`config.mk`:
```
export PLATFORM = sky130hd
export DESIGN_NAME = fir_avg_n
export DESIGN_NICKNAME = d
export VERILOG_FILES = /design/src/rtl/fir_avg_pkg.sv /design/src/rtl/fir_avg_n_csa.sv /design/src/rtl/fir_avg_n.sv
export SDC_FILE = /design/constraint.sdc
export NUM_CORES = 1
export LEC_CHECK = 0
export CAP_MARGIN = 0
export CORE_MARGIN = 10
export CORE_UTILIZATION = 60
export DETAILED_ROUTE_END_ITERATION = 8
export GPL_TIMING_DRIVEN = 0
export PLACE_DENSITY = 0.81
export SKIP_LAST_GASP = 1
export SYNTH_ARGS = -nofsm -noshare
export SYNTH_HDL_FRONTEND = slang
export SYNTH_HIERARCHICAL = 1
export SYNTH_SLANG_ARGS = --single-unit
```
`constraint.sdc`:
```
create_clock -name clk -period 8.22 [get_ports clk]
set_input_delay 2.055 -clock clk [delete_from_list [all_inputs] [get_ports clk]]
set_output_delay 2.055 -clock clk [all_outputs]
set_load 0.02 [all_outputs]
```
`src/rtl/fir_avg_pkg.sv`:
```
// rtl/fir_avg_pkg.sv - shared sizing helpers and pipeline record for fir_avg_n
package fir_avg_pkg;

  function automatic int clog2(input int v);
    int r;
    r = 0;
    while ((1 << r) < v) r++;
    return r;
  endfunction

  function automatic int sum_width(input int w, input int n);
    return w + clog2(n);
  endfunction

  // Operand count entering CSA level lvl when reducing n operands 3:2 per level.
  function automatic int n_ops(input int n, input int lvl);
    int k;
    k = n;
    for (int i = 0; i < lvl; i++) k = 2 * (k / 3) + k % 3;
    return k;
  endfunction

  function automatic int tree_levels(input int n);
    int k;
    int l;
    k = n;
    l = 0;
    while (k > 2) begin
      k = 2 * (k / 3) + k % 3;
      l++;
    end
    return l;
  endfunction

  // Register stages placed at tree boundary b (0 = taps, levels = before the final add).
  function automatic int stages_at(input int b, input int levels, input int pipe);
    int c;
    c = 0;
    for (int p = 1; p <= pipe; p++)
      if ((p * (levels + 1)) / (pipe + 1) == b) c++;
    return c;
  endfunction

  typedef struct packed {
    logic valid;
    logic avg_mode;
  } pipe_rec_t;

endpackage

```
`src/rtl/fir_avg_n_csa.sv`:
```
// rtl/fir_avg_n_csa.sv - 3:2 carry-save compressor row
module csa_3to2 #(
  parameter int WIDTH = 8
) (
  input  logic [WIDTH-1:0] x,
  input  logic [WIDTH-1:0] y,
  input  logic [WIDTH-1:0] z,
  output logic [WIDTH-1:0] sum,
  output logic [WIDTH-1:0] carry
);

  logic [WIDTH-1:0] maj;

  assign sum   = x ^ y ^ z;
  assign maj   = (x & y) | (x & z) | (y & z);
  assign carry = maj << 1;

endmodule

```
`src/rtl/fir_avg_n.sv`:
```
// rtl/fir_avg_n.sv - N-tap moving sum / rounded average with priming and clear
module fir_avg_n
  import fir_avg_pkg::*;
#(
  parameter int W    = 16,
  parameter int N    = 4,
  parameter int PIPE = 0
) (
  input  logic                       clk,
  input  logic                       reset,
  input  logic                       in_valid,
  input  logic [W-1:0]               a,
  input  logic                       avg_mode,
  input  logic                       clear,
  output logic [sum_width(W,N)-1:0]  s,
  output logic                       out_valid,
  output logic                       primed
);

  localparam int LG = clog2(N);
  localparam int SW = sum_width(W, N);
  localparam int L  = tree_levels(N);
  localparam logic [SW-1:0] HALF = SW'(N / 2);

  logic [W-1:0]    taps [0:N-1];
  logic [LG:0]     fill;
  pipe_rec_t       meta [0:PIPE];
  logic            accept;

  assign accept = in_valid & ~clear;
  assign primed = (fill == (LG+1)'(N));

  always_ff @(posedge clk or negedge reset) begin
    if (!reset) begin
      for (int k = 0; k < N; k++) taps[k] <= '0;
      fill <= '0;
    end else if (clear) begin
      for (int k = 0; k < N; k++) taps[k] <= '0;
      fill <= '0;
    end else if (in_valid) begin
      taps[0] <= a;
      for (int k = 1; k < N; k++) taps[k] <= taps[k-1];
      if (!primed) fill <= fill + (LG+1)'(1);
    end
  end

  // Only samples landing on a full window produce a valid result.
  always_ff @(posedge clk or negedge reset) begin
    if (!reset) begin
      for (int j = 0; j <= PIPE; j++) meta[j] <= '0;
    end else if (clear) begin
      for (int j = 0; j <= PIPE; j++) meta[j] <= '0;
    end else begin
      meta[0] <= {accept & (fill >= (LG+1)'(N-1)), avg_mode};
      for (int j = 1; j <= PIPE; j++) meta[j] <= meta[j-1];
    end
  end

  // lv_c[b]: operands produced at boundary b; lv[b]: same after any pipeline stages there.
  logic [N*SW-1:0] lv_c [0:L];
  logic [N*SW-1:0] lv   [0:L];

  for (genvar i = 0; i < N; i++) begin : g_ext
    assign lv_c[0][i*SW +: SW] = {{LG{taps[i][W-1]}}, taps[i]};
  end

  for (genvar l = 0; l < L; l++) begin : g_lvl
    localparam int NI = n_ops(N, l);
    localparam int G  = NI / 3;
    localparam int R  = NI % 3;
    localparam int NO = 2 * G + R;
    for (genvar g = 0; g < G; g++) begin : g_csa
      csa_3to2 #(.WIDTH(SW)) u_csa (
        .x     (lv[l][(3*g)*SW +: SW]),
        .y     (lv[l][(3*g+1)*SW +: SW]),
        .z     (lv[l][(3*g+2)*SW +: SW]),
        .sum   (lv_c[l+1][(2*g)*SW +: SW]),
        .carry (lv_c[l+1][(2*g+1)*SW +: SW])
      );
    end
    for (genvar r = 0; r < R; r++) begin : g_pass
      assign lv_c[l+1][(2*G+r)*SW +: SW] = lv[l][(3*G+r)*SW +: SW];
    end
    if (NO < N) begin : g_zero
      assign lv_c[l+1][N*SW-1:NO*SW] = '0;
    end
  end

  for (genvar b = 0; b <= L; b++) begin : g_bnd
    localparam int K = stages_at(b, L, PIPE);
    if (K == 0) begin : g_wire
      assign lv[b] = lv_c[b];
    end else begin : g_reg
      logic [N*SW-1:0] dly [0:K-1];
      always_ff @(posedge clk or negedge reset) begin
        if (!reset) begin
          for (int j = 0; j < K; j++) dly[j] <= '0;
        end else begin
          dly[0] <= lv_c[b];
          for (int j = 1; j < K; j++) dly[j] <= dly[j-1];
        end
      end
      assign lv[b] = dly[K-1];
    end
  end

  logic signed [SW-1:0] sum_c;
  logic signed [SW-1:0] rnd_c;
  logic signed [SW-1:0] avg_c;

  assign sum_c = lv[L][SW-1:0] + lv[L][2*SW-1:SW];
  assign rnd_c = sum_c + HALF;
  assign avg_c = rnd_c >>> LG;

  always_ff @(posedge clk or negedge reset) begin
    if (!reset) begin
      s         <= '0;
      out_valid <= 1'b0;
    end else begin
      out_valid <= meta[PIPE].valid & ~clear;
      if (meta[PIPE].valid && !clear)
        s <= meta[PIPE].avg_mode ? avg_c : sum_c;
    end
  end

endmodule

```
==> results_dict.tcl, run 1 <==
set metrics [dict create \
    seqCellArea_mm2 0.00220 \
    combPwrFrac 0.248 \
    grt_max_degree 57 \
    worstHoldPathCells 2 \
    cts_sinks 88 \
    ys_ff_latch 88 \
    die_h_um 118 \
    multi_input_area_mm2 0.00341 \
    wl_mm 12.1 \
    synth_area_leaders "dfrtp_1 38%, fa_1 12%, mux2i_1 12%, nor2_1 5.8%, ha_1 4.5%" \
    fin_hold_ws_ns 0.481 \
    ctsResizeCount 0 \
    dr.pass1.iters 4 \
    synthCells 545 \
    die-area_mm2 0.0140 \
    io_pins 41 \
    insertedDiodeCount 0 \
    min_path_type "flop to flop" \
    yosysTopAreaCell "dfrtp_1" \
    cts_setup_buffers 0 \
    drive_above_1_share 0.0715 \
    reg2reg_depth 13 \
    grt_pass1_vias 4319 \
    arrival_ns 4.57 \
    p_leak_nw 3.26 \
    fillerInstances 687 \
    p_int_mw 0.764 \
    whs_endpoint "s[7]" \
    dr_total_vias 4098 \
    max-vdd-ir-drop_mv 0.0903 \
    gr-total-overflow 0 \
    synth_cell_types 61 \
    drt_iter0_drc 210 \
    drc 0 \
    setup_tns_ns 0 \
    clock_skew_ns 0.0129 \
    ys.flop_type "dfrtp_1" \
    yosysTopAreaCellShare 0.381 \
    vias_per_cell 5.61 \
    areaGrowthSynthToFinish_pct 13.9 \
    synth_nets 622 \
    insertion_delay_ns 0.36 \
    reg2reg_slack_ns 3.86 \
    stdcell_area_mm2 0.00659 \
    pwr-share-seq 0.440 \
    critPathKind "flop to flop" \
    slew_headroom 0.365 \
    ctsHoldBuffers 0 \
    hpwl_mm 9.28 \
    clkTransAtPathRegs_ns 0.09 \
    power.switching_mw 0.337 \
    hp-start "s[7]" \
    cts_max_level 3 \
    period_share 0.531 \
    dieWidth_um 118 \
    fin_crit_ns 4.36 \
    pwr-share-clk 0.312 \
    place.gp.congestion 0.890 \
    cts_tree "done" \
    layout_commonest_cell "nor2_1" \
    mostFrequentLayoutCells "89 x nor2_1, 88 x dfrtp_1, 70 x mux2i_1" \
    slew_viol_final 0 \
    syn_area_mm2 0.00578 \
    fmax_mhz 229 \
    avgSynthCellArea_um2 10.6 \
    cts_buffers 9 \
    power_mw 1.10 \
    crit_path_max_fanout 5 \
    place_area_mm2 0.00636 \
    end_kind "flop" \
    worst_pin_slew_ns 0.953 \
    async_reset_ff_frac 1.00 \
    rows 35 \
    post_drt_wl_per_cell_um 16.6 \
    drtAntennaViolNets 0 \
    fin_util 0.706 \
    maxCapViolCount 0 \
    cts_root_buffer "clkbuf_8" \
    pwr_density_cell_mw_per_mm2 167 \
    yosys_warnings 6 \
    synth_seq_area_share 0.381 \
    start_util 0.620 \
    status "completed" \
    final_nets 673 \
    reg2reg_from "lv[162]" \
    core_mm2 0.00933 \
    cts_buffer_depth 2 \
    final-setup-viol-count 0 \
    io_buffers 39 \
    grt_antenna_before_repair 0 \
    hold_viol_final 0 \
    grt_usage 0.175 \
    start_kind "flop" \
    grt_pass1_wl_mm 20.7 \
    required_ns 8.43 \
    synth-edff-count 0 \
    swShare 0.306 \
    rsz0062_at_grt "no" \
    worstReg2RegEnd "s[15]" \
]
critical path: stages, from the launching register on:
cell and delay (ns):
dfrtp_1 0.43, fa_1 0.48, fa_1 0.58, inv_1 0.07, fa_1 0.46, nand2b_2 0.23
a211oi_4 0.31, o21ai_0 0.21, a211oi_1 0.35, mux2i_1 0.28, nor2_1 0.13, nor4_4 0.36
xnor2_1 0.19, o221ai_1 0.15
through the flow:
stage / worst slack [ns] / cells
after global routing: 3.65 / 730
after CTS: 3.88 / 730
after global placement: 1.99 / 713
after detailed placement: 3.91 / 714
final: 3.86 / 730
after floorplan: 4.31 / 545
power by group through the flow:
stage | Clock, mW | Combinational [mW] | Sequential, mW
floorplan | 0 | 0.149 | 0.515
global placement | 0 | 0.262 | 0.492
detailed placement | 0 | 0.271 | 0.494
CTS | 0.350 | 0.274 | 0.485
global route | 0.367 | 0.300 | 0.490
finish | 0.343 | 0.273 | 0.485
cell families (layout without fill, tap and decap cells):
group	count (synthesis)	count (layout)	synth area share
and+or+nand+nor	170	170	0.141
AOI/OAI and AO/OA	96	96	0.116
DFF	88	88	0.381
muxes	70	70	0.121
adders and majority gates	56	56	0.167
buffers and inverters	41	97	0.0299
xor gates and xnor gates	22	22	0.0431
other	2	2	0.00130
cell usage after synthesis (3+ instances only):
cell type,count
a211oi_1,7
a21o_1,11
a21oi_1,25
and2_1,3
and3_1,6
buf_1,6
buf_2,3
clkbuf_1,17
dfrtp_1,88
fa_1,35
ha_1,21
inv_1,12
mux2i_1,70
nand2_1,30
nand2b_1,4
nand3_1,10
nor2_1,89
nor2b_1,3
nor3_1,8
o211ai_1,3
o21ai_0,18
o21ai_1,4
o221ai_1,4
o31ai_1,3
xnor2_1,11
xor2_1,7
metal layers:
metal  vias up  routed length [um]  GRT usage
li1       1994                   -          -
met2        89                5850      0.282
met5         -                   0          0
met3        15                 600     0.0376
met1      2000                5420      0.232
met4         0                 262     0.0549
flip-flops by register name, summed over array words and instances (netlist names):
signal,flops
fill,3
lv,64
out_valid,1
meta,2
s,18
area by class of cell:
class / instances / area share
inverters: 12 / 0.00684
multi-input cells: 416 / 0.517
plain buffers: 29 / 0.0194
repair buffers: 40 / 0.0631
flip-flops and latches: 88 / 0.334
clock buffers: 10 / 0.0209
well taps: 129 / 0.0245
clock inverters: 6 / 0.0137
worst max path at each step:
stage,start,to,slack [ns],cells after the start
floorplan,lv[162],s[14],4.31,13
CTS,lv[162],s[15],3.88,13
global placement,reset,lv[174],1.99,1
finish,lv[162],s[15],3.86,13
global route,lv[162],s[15],3.65,13
detailed placement,in_valid,lv[173],3.91,5
No activity file was read; power rests on OpenSTA's default activity.
==> run 2, diff against run 1 <==
==> constraint.sdc (replaced) <==
create_clock -name clk -period 4.2 [get_ports clk]
set_input_delay 1.05 -clock clk [delete_from_list [all_inputs] [get_ports clk]]
set_output_delay 1.05 -clock clk [all_outputs]
set_load 0.02 [all_outputs]
==> results_dict.tcl, run 2 (same netlist as run 1, synthesis figures left out) <==
set metrics [dict create \
    vias_per_cell 5.65 \
    core_mm2 0.00933 \
    stdcell_area_mm2 0.00679 \
    dp_cells 714 \
    place_area_mm2 0.00636 \
    dr_total_vias 4200 \
    gr-total-overflow 0 \
    layout_setup_ws_ns 0.129 \
    io_buffers 39 \
    grt_antenna_before_repair 0 \
    cts_tree "done" \
    rows 35 \
    fin_hold_ws_ns 0.482 \
    cts_buffer_depth 2 \
    final_nets 686 \
    grt_max_degree 57 \
    io_pins 41 \
    largest_register_ffs 64 \
    drt_iter0_drc 260 \
    final-setup-viol-count 0 \
    pre_cts_ws_ns -0.0772 \
    grt_pass1_vias 4351 \
    grt_usage 0.176 \
    period_share 0.969 \
    cpMaxStageDelayCell "fa_1" \
    clkTransAtPathRegs_ns 0.09 \
    fin_cells 743 \
    grt_pass1_wl_mm 20.8 \
    areaGrowthSynthToFinish_pct 17.4 \
    start_util 0.620 \
    crit_path_max_fanout 7 \
    setup_tns_ns 0 \
    status "completed" \
    path_common_cell "fa_1" \
    cts_buffers 9 \
    min_path_type "flop to flop" \
    dr.pass1.iters 5 \
    mostFrequentLayoutCells "88 x dfrtp_1, 85 x nor2_1, 70 x mux2i_1" \
    drtAntennaViolNets 0 \
    end_kind "flop" \
    die_h_um 118 \
    hpwl_mm 9.28 \
    reg2reg_from "lv[166]" \
    cts_root_buffer "clkbuf_8" \
    post_drt_wl_per_cell_um 16.7 \
    path_cells "fa_1, fa_1, ha_1, a21oi_1, nand2_1, o2111a_1, nor3_1, and3_1, nand3_1, nor4_2, mux2i_1, o211ai_1" \
    cts_sinks 88 \
    place.gp.congestion 0.890 \
    rsz0062_at_grt "yes" \
    wl_mm 12.4 \
    max-vdd-ir-drop_mv 0.177 \
    hp-start "s[3]" \
    cts_max_level 3 \
    ctsHoldBuffers 0 \
    fin_crit_ns 4.07 \
    fin_util 0.728 \
    required_ns 4.43 \
    maxCapViolCount 0 \
    insertion_delay_ns 0.36 \
    clock_skew_ns 0.0110 \
    pwr_density_cell_mw_per_mm2 321 \
    drc 0 \
    critPathKind "flop to flop" \
    hold_viol_final 0 \
    dieWidth_um 118 \
    power_mw 2.18 \
    start_kind "flop" \
    p_leak_nw 3.34 \
    die-area_mm2 0.0140 \
    slew_headroom 0.387 \
    drive_above_1_share 0.122 \
    seqCellArea_mm2 0.00220 \
    multi_input_area_mm2 0.00351 \
    slew_viol_final 0 \
    startpoint "lv[166]" \
    fmax_mhz 246 \
    fillerInstances 644 \
    arrival_ns 4.30 \
    worst_pin_slew_ns 0.920 \
    insertedDiodeCount 0 \
    layout_commonest_cell "dfrtp_1" \
    cpPeakStageDelay_ns 0.58 \
]
run 2: cell count changes in the layout (fill, tap and decap cells not counted), moves of 2 or more:
cell	before	now
fa_1	35	33
nor2_2	1	5
nor2_1	89	85
buf_4	3	17
xnor2_2	0	2
fa_2	0	2
xor2_2	1	3
xor2_1	7	5
xnor2_1	11	9
run 2: path summary, 6_finish.rpt:
check / endpoint / slack [ns] / cells past startpoint
max: s[14] / 0.13 / 12
max in group asynchronous: lv[113] / 2.96 / 2
min in group asynchronous: s[2] / 0.62 / 1
max reg2reg: s[14] / 0.13 / 12
min: s[3] / 0.48 / 2
min reg2reg: s[3] / 0.48 / 2
run 2: routing by layer:
metal / global-route usage / up-vias / share of wire
met1: 0.233 / 2054 / 0.45
met3: 0.0376 / 18 / 0.046
met4: 0.0495 / 0 / 0.025
met2: 0.285 / 105 / 0.48
met5: 0 / - / 0
li1: - / 2023 / -
run 2: critical path, delay by kind of cell, from the launching register on:
kind	cells	cell delay [ns]
multiplexers	1	0.22
flip-flops	1	0.44
adder cells (fa/ha/maj)	3	1.39
AND/OR/NAND/NOR	5	1.38
AO/OA/AOI/OAI	3	0.53
run 2: cell type report:
cell class | count | share of cell area
Clock buffer | 10 | 0.0203
Sequential cell | 88 | 0.324
Buffer | 28 | 0.0183
Multi-Input combinational cell | 416 | 0.517
Timing Repair Buffer | 54 | 0.0767
Inverter | 12 | 0.00664
Clock inverter | 6 | 0.0133
Tap cell | 129 | 0.0238
run 2: timing repair:
action,4_1_cts,5_1_grt
buffers inserted,8,6
pin swaps,9,12
endpoints found under the setup margin,4,5
hold endpoints to repair,0,0
gates resized for setup,9,12
run 2: where the power goes:
group          internal [mW]  switching, mW
sequential             0.906         0.0428
combinational          0.248          0.308
clock                  0.355          0.317
total                   1.51          0.668
==> run 3, diff against run 2 <==
--- a/config.mk
+++ b/config.mk
@@ -7,11 +7,9 @@
 export LEC_CHECK = 0
 export CAP_MARGIN = 0
 export CORE_MARGIN = 10
-export CORE_UTILIZATION = 60
+export CORE_UTILIZATION = 25
 export DETAILED_ROUTE_END_ITERATION = 8
 export GPL_TIMING_DRIVEN = 0
-export PLACE_DENSITY = 0.81
-export SKIP_LAST_GASP = 1
 export SYNTH_ARGS = -nofsm -noshare
 export SYNTH_HDL_FRONTEND = slang
 export SYNTH_HIERARCHICAL = 1
==> results_dict.tcl, run 3 (same netlist as run 1, synthesis figures left out) <==
set metrics [dict create \
    status "completed" \
    required_ns 4.40 \
    die-area_mm2 0.0296 \
    grt-busiest-layer "met2" \
    pwr_density_cell_mw_per_mm2 338 \
    io_pins 41 \
    grt_antenna_before_repair 0 \
    grt_pass1_vias 4053 \
    hp-start "s[7]" \
    fmax_mhz 248 \
    hpwl_mm 10.1 \
    pwr-share-seq 0.402 \
    final_nets 681 \
    wl_mm 13.1 \
    clkTransAtPathRegs_ns 0.06 \
    place_area_mm2 0.00656 \
    gr-total-overflow 0 \
    cts_sinks 88 \
    reg2reg_depth 13 \
    met1_usage 0.126 \
    grt_usage 0.0925 \
    post_drt_wl_per_cell_um 14.7 \
    stdcell_area_mm2 0.00702 \
    slew_headroom 0.376 \
    rsz0062_at_grt "yes" \
    insertedDiodeCount 0 \
    fillerInstances 2343 \
    max-vdd-ir-drop_mv 0.189 \
    fin_cells 893 \
    grt_pass1_wl_mm 21.5 \
    multi_input_area_mm2 0.00349 \
    met3_usage 0.0278 \
    drtAntennaViolNets 0 \
    mostFrequentLayoutCells "88 x dfrtp_1, 86 x nor2_1, 70 x mux2i_1" \
    largest_register_ffs 64 \
    p_int_mw 1.68 \
    clock_skew_ns 0.00506 \
    cts_buffer_depth 2 \
    grt_use_met2 0.138 \
    power_mw 2.37 \
    pwr-share-clk 0.368 \
    reg2reg_slack_ns 0.17 \
    slew_viol_final 0 \
    combPwrFrac 0.231 \
    dieWidth_um 172 \
    crit_path_max_fanout 5 \
    die_h_um 172 \
    io_buffers 39 \
    insertion_delay_ns 0.35 \
    core_mm2 0.0227 \
    hold_viol_final 0 \
    rows 55 \
    drc 0 \
    ctsHoldBuffers 0 \
    dr_total_vias 4038 \
    setup_tns_ns 0 \
    critPathKind "flop to flop" \
    cts_buffers 9 \
    arrival_ns 4.23 \
    place.gp.congestion 0.771 \
    reg2reg_from "lv[163]" \
    fin_util 0.309 \
    maxCapViolCount 0 \
    layout_commonest_cell "dfrtp_1" \
    dp_cells 870 \
    cp-endpoint "s[15]" \
    drt_iter0_drc 244 \
    start_util 0.255 \
    swShare 0.290 \
    start_kind "flop" \
    dr.pass1.iters 5 \
    drive_above_1_share 0.109 \
    areaGrowthSynthToFinish_pct 21.3 \
    cts_tree "done" \
    final-setup-viol-count 0 \
    worstReg2RegEnd "s[15]" \
    cts_root_buffer "clkbuf_16" \
    cts_max_level 3 \
    fin_crit_ns 4.03 \
    worst_pin_slew_ns 0.935 \
    vias_per_cell 4.52 \
    p_leak_nw 3.35 \
    seqCellArea_mm2 0.00220 \
    end_kind "flop" \
    grt_max_degree 47 \
    min_path_type "flop to flop" \
    period_share 0.959 \
    power.switching_mw 0.686 \
    startpoint "lv[163]" \
]
==> run 3: changes by cell type in the layout (fill, tap and decap cells not counted), moves of 2 or more <==
cell / before / now
clkbuf_8: 10 / 1
xnor2_2: 2 / 0
xnor2_1: 9 / 11
buf_4: 17 / 11
inv_6: 2 / 0
clkbuf_16: 0 / 9
==> run 3: critical path: stages, from the launching register on <==
cell,delay [ns]
dfrtp_1,0.40
fa_1,0.50
fa_1,0.54
inv_2,0.05
fa_2,0.40
nand2b_4,0.16
a211oi_4,0.34
o21ai_2,0.12
a211oi_2,0.29
mux2i_1,0.29
nor2_2,0.10
nor4_4,0.36
xnor2_1,0.18
o221ai_1,0.14
==> run 3: cell type report <==
| cell class | count | area share |
|---|---|---|
| sequential | 88 | 0.314 |
| multi-input combinational | 416 | 0.497 |
| inverter | 12 | 0.00642 |
| clock buffer | 10 | 0.0341 |
| clock inverter | 5 | 0.0116 |
| tap | 285 | 0.0508 |
| timing repair buffer | 48 | 0.0678 |
| buffer | 29 | 0.0182 |
==> run 3: worst min-delay path by stage <==
stage | depth (start not counted) | end
after floorplan | 2 | lv[108]
after global placement | 1 | s[6]
after detailed placement | 2 | s[8]
after CTS | 2 | s[8]
after global routing | 1 | s[9]
final | 2 | s[7]
==> run 3: power groups by stage <==
stage / sequential [mW] / clock (mW) / combinational [mW]
4_1_cts: 0.953 / 0.894 / 0.544
2_1_floorplan: 1.01 / 0 / 0.292
5_1_grt: 0.960 / 0.929 / 0.604
3_3_place_gp: 0.966 / 0 / 0.525
3_5_place_dp: 0.969 / 0 / 0.534
6_report: 0.952 / 0.871 / 0.547
==> run 3: layer usage <==
layer	part of all wire	up-vias	wire [um]
met4	0.013	0	169
met1	0.50	1952	6570
met2	0.44	54	5750
li1	-	2017	-
met3	0.046	15	608
met5	0	-	0
==> run 3: through the flow <==
step,hold WS [ns],setup slack [ns]
2_1_floorplan,0.522,0.291
3_3_place_gp,0.458,-1.30
3_5_place_dp,0.470,-0.113
4_1_cts,0.484,0.0334
5_1_grt,0.505,-0.0817
6_report,0.474,0.171
==> run 3: repair_timing <==
action | 4_1_cts | 5_1_grt
resized for setup | 9 | 10
endpoints found under the setup margin | 5 | 7
pin swaps | 8 | 8
buffers inserted | 4 | 4
==> edit, RTL diff (config.mk and constraints of run 1) <==
Change the parameter `N` from 4 to 2.
--- a/src/rtl/fir_avg_n.sv
+++ b/src/rtl/fir_avg_n.sv
@@ -3,7 +3,7 @@
   import fir_avg_pkg::*;
 #(
   parameter int W    = 16,
-  parameter int N    = 4,
+  parameter int N    = 2,
   parameter int PIPE = 0
 ) (
   input  logic                       clk,
Interface: changed (resized s); port bits go from 41 to 40. The function was not compared with the original's and may differ.
==> edit against run 1 <==
Clock skew decreased by 0.00085 ns; global-route usage fell by 1.2 points; sequential cell count is 34 lower; maximum frequency rose by 21%; clock power shrank 47%; synthesized area shrank 40%; design area is 38% lower; total power down 36%; wire length down 41%; cell count fell by 34%; worst setup slack gained 0.75 ns; non-clock buffer count shrank 14.
==> edit: results (changes against run 1) <==
{
  "outcome": {
    "status": "completed"
  },
  "placed_design": {
    "place.detailed.hpwl": {"value": 5738, "unit": "um", "change": "-38%"},
    "dpl-instance-area": {"value": 3943, "unit": "um2", "change": "-38%"},
    "io_buffer_count": {"value": 37, "change": "-5.1%"},
    "gp_routability_congestion": {"value": 0.9082, "change": "+2.1%"}
  },
  "worst_setup_path": {
    "reg2regPathDepth": {"value": 12, "change": "-1"},
    "regToRegEndpoint": "s[12]",
    "timing.rr.start": "lv[0]",
    "rrSetupSlack": {"value": 4.81, "unit": "ns", "change": "+0.95 ns"},
    "cp_max_fo": {"value": 3, "change": "-2"},
    "worstPathArrival": {"value": 1.56, "unit": "ns", "change": "-3.01 ns"}
  },
  "final_layout": {
    "post_route_cells_drive_above_1_share": {"value": 7.299, "unit": "%", "change": "+0.14 points"},
    "fillCellCount": {"value": 430, "change": "-37%"}
  },
  "cts": {
    "cts_buffer_count": {"value": 5, "change": "-4"},
    "h_tree_levels": {"value": 2, "change": "-1"},
    "clk-insertion-delay-late": {"value": 0.31, "unit": "ns", "change": "-0.05 ns"}
  },
  "yosys": {
    "synth_area_leaders": "dfrtp_1 39%, mux2i_1 10%, ha_1 6.9%, nor2_1 5.8%, a21oi_1 3.0%",
    "synth-xor-area-share": {"value": 3.501, "unit": "%", "change": "-0.80 points"},
    "synth_compound_area_share": {"value": 19.52, "unit": "%", "change": "+7.9 points"},
    "synthAdderAreaFrac": {"value": 7.434, "unit": "%", "change": "-9.2 points"},
    "synth_top_cells_by_count": "54 x dfrtp_1, 54 x nor2_1, 35 x mux2i_1",
    "synth-seq-area-share": {"value": 38.98, "unit": "%", "change": "+0.90 points"},
    "post_synth_num_cell_types": {"value": 59, "change": "-3.3%"}
  },
  "timing": {
    "skew": {"value": 0.01208, "unit": "ns", "change": "-0.0008546 ns"}
  },
  "power": {
    "peakVddDrop": {"value": 0.0001318, "unit": "V", "change": "+46%"},
    "static-leakage-power": {"value": 1.850, "unit": "nW", "change": "-43%"}
  },
  "global_routing": {
    "grt_first_pass_wirelength": {"value": 12340, "unit": "um", "change": "-40%"},
    "use_met2": {"value": 27.75, "unit": "%", "change": "-0.49 points"},
    "met3_usage": {"value": 3.113, "unit": "%", "change": "-0.65 points"},
    "number_of_global_route_vias_before_repair": {"value": 2749, "change": "-36%"}
  },
  "route": {
    "wire_per_inst": {"value": 14.90, "unit": "um", "change": "-10%"},
    "num_vias": {"value": 2768, "change": "-32%"},
    "drt_iter0_drc": {"value": 132, "change": "-37%"}
  }
}
[edit: cell count changes in the layout (fill, tap and decap cells not counted), moves of 5 or more]
cell / run 1 / this run
mux2i_1: 70 / 35
nor2_1: 89 / 54
dfrtp_1: 88 / 54
fa_1: 35 / 1
a21o_1: 11 / 4
o21a_1: 1 / 8
buf_1: 6 / 0
nand2_1: 30 / 24
clkbuf_8: 10 / 5
[edit: stage by stage]
step	std cells	util [%]	setup slack [ns]
floorplan	365	-	4.919
global placement	474	70.89	3.535
detailed placement	475	71.16	4.501
CTS	483	73.19	4.595
global route	483	73.19	4.525
finish	483	73.19	4.604
[edit: area by class of cell]
| type | count | area (um2) | area share (%) |
|---|---|---|---|
| Buffer | 17 | 76.32 | 1.882 |
| Clock buffer | 5 | 68.82 | 1.697 |
| Clock inverter | 3 | 43.79 | 1.080 |
| Inverter | 10 | 37.54 | 0.9256 |
| Multi-Input combinational cell | 284 | 2002 | 49.37 |
| Sequential cell | 54 | 1351 | 33.32 |
| Tap cell | 72 | 90.09 | 2.222 |
| Timing Repair Buffer | 38 | 385.4 | 9.503 |
[edit: worst min-delay path by stage]
stage | from | to | slack [ns] | depth (start not counted)
2_1_floorplan | lv[17] | lv[17] | 0.49 | 2
3_3_place_gp | s[6] | s[6] | 0.46 | 2
3_5_place_dp | s[4] | s[4] | 0.47 | 1
4_1_cts | s[4] | s[4] | 0.49 | 1
5_1_grt | s[4] | s[4] | 0.50 | 1
6_report | s[4] | s[4] | 0.49 | 1
[edit: layer usage]
layer	part of all wire, %	wire (um)
met2	48	3440
met5	0	0
met3	3.9	284
met1	48	3423
met4	0.69	50
[edit: worst max-delay path, stage by stage, from the launching register on]
cell and delay, ns:
dfrtp_1 0.39, inv_1 0.09, ha_1 0.16, clkdlybuf4s50_1 0.60
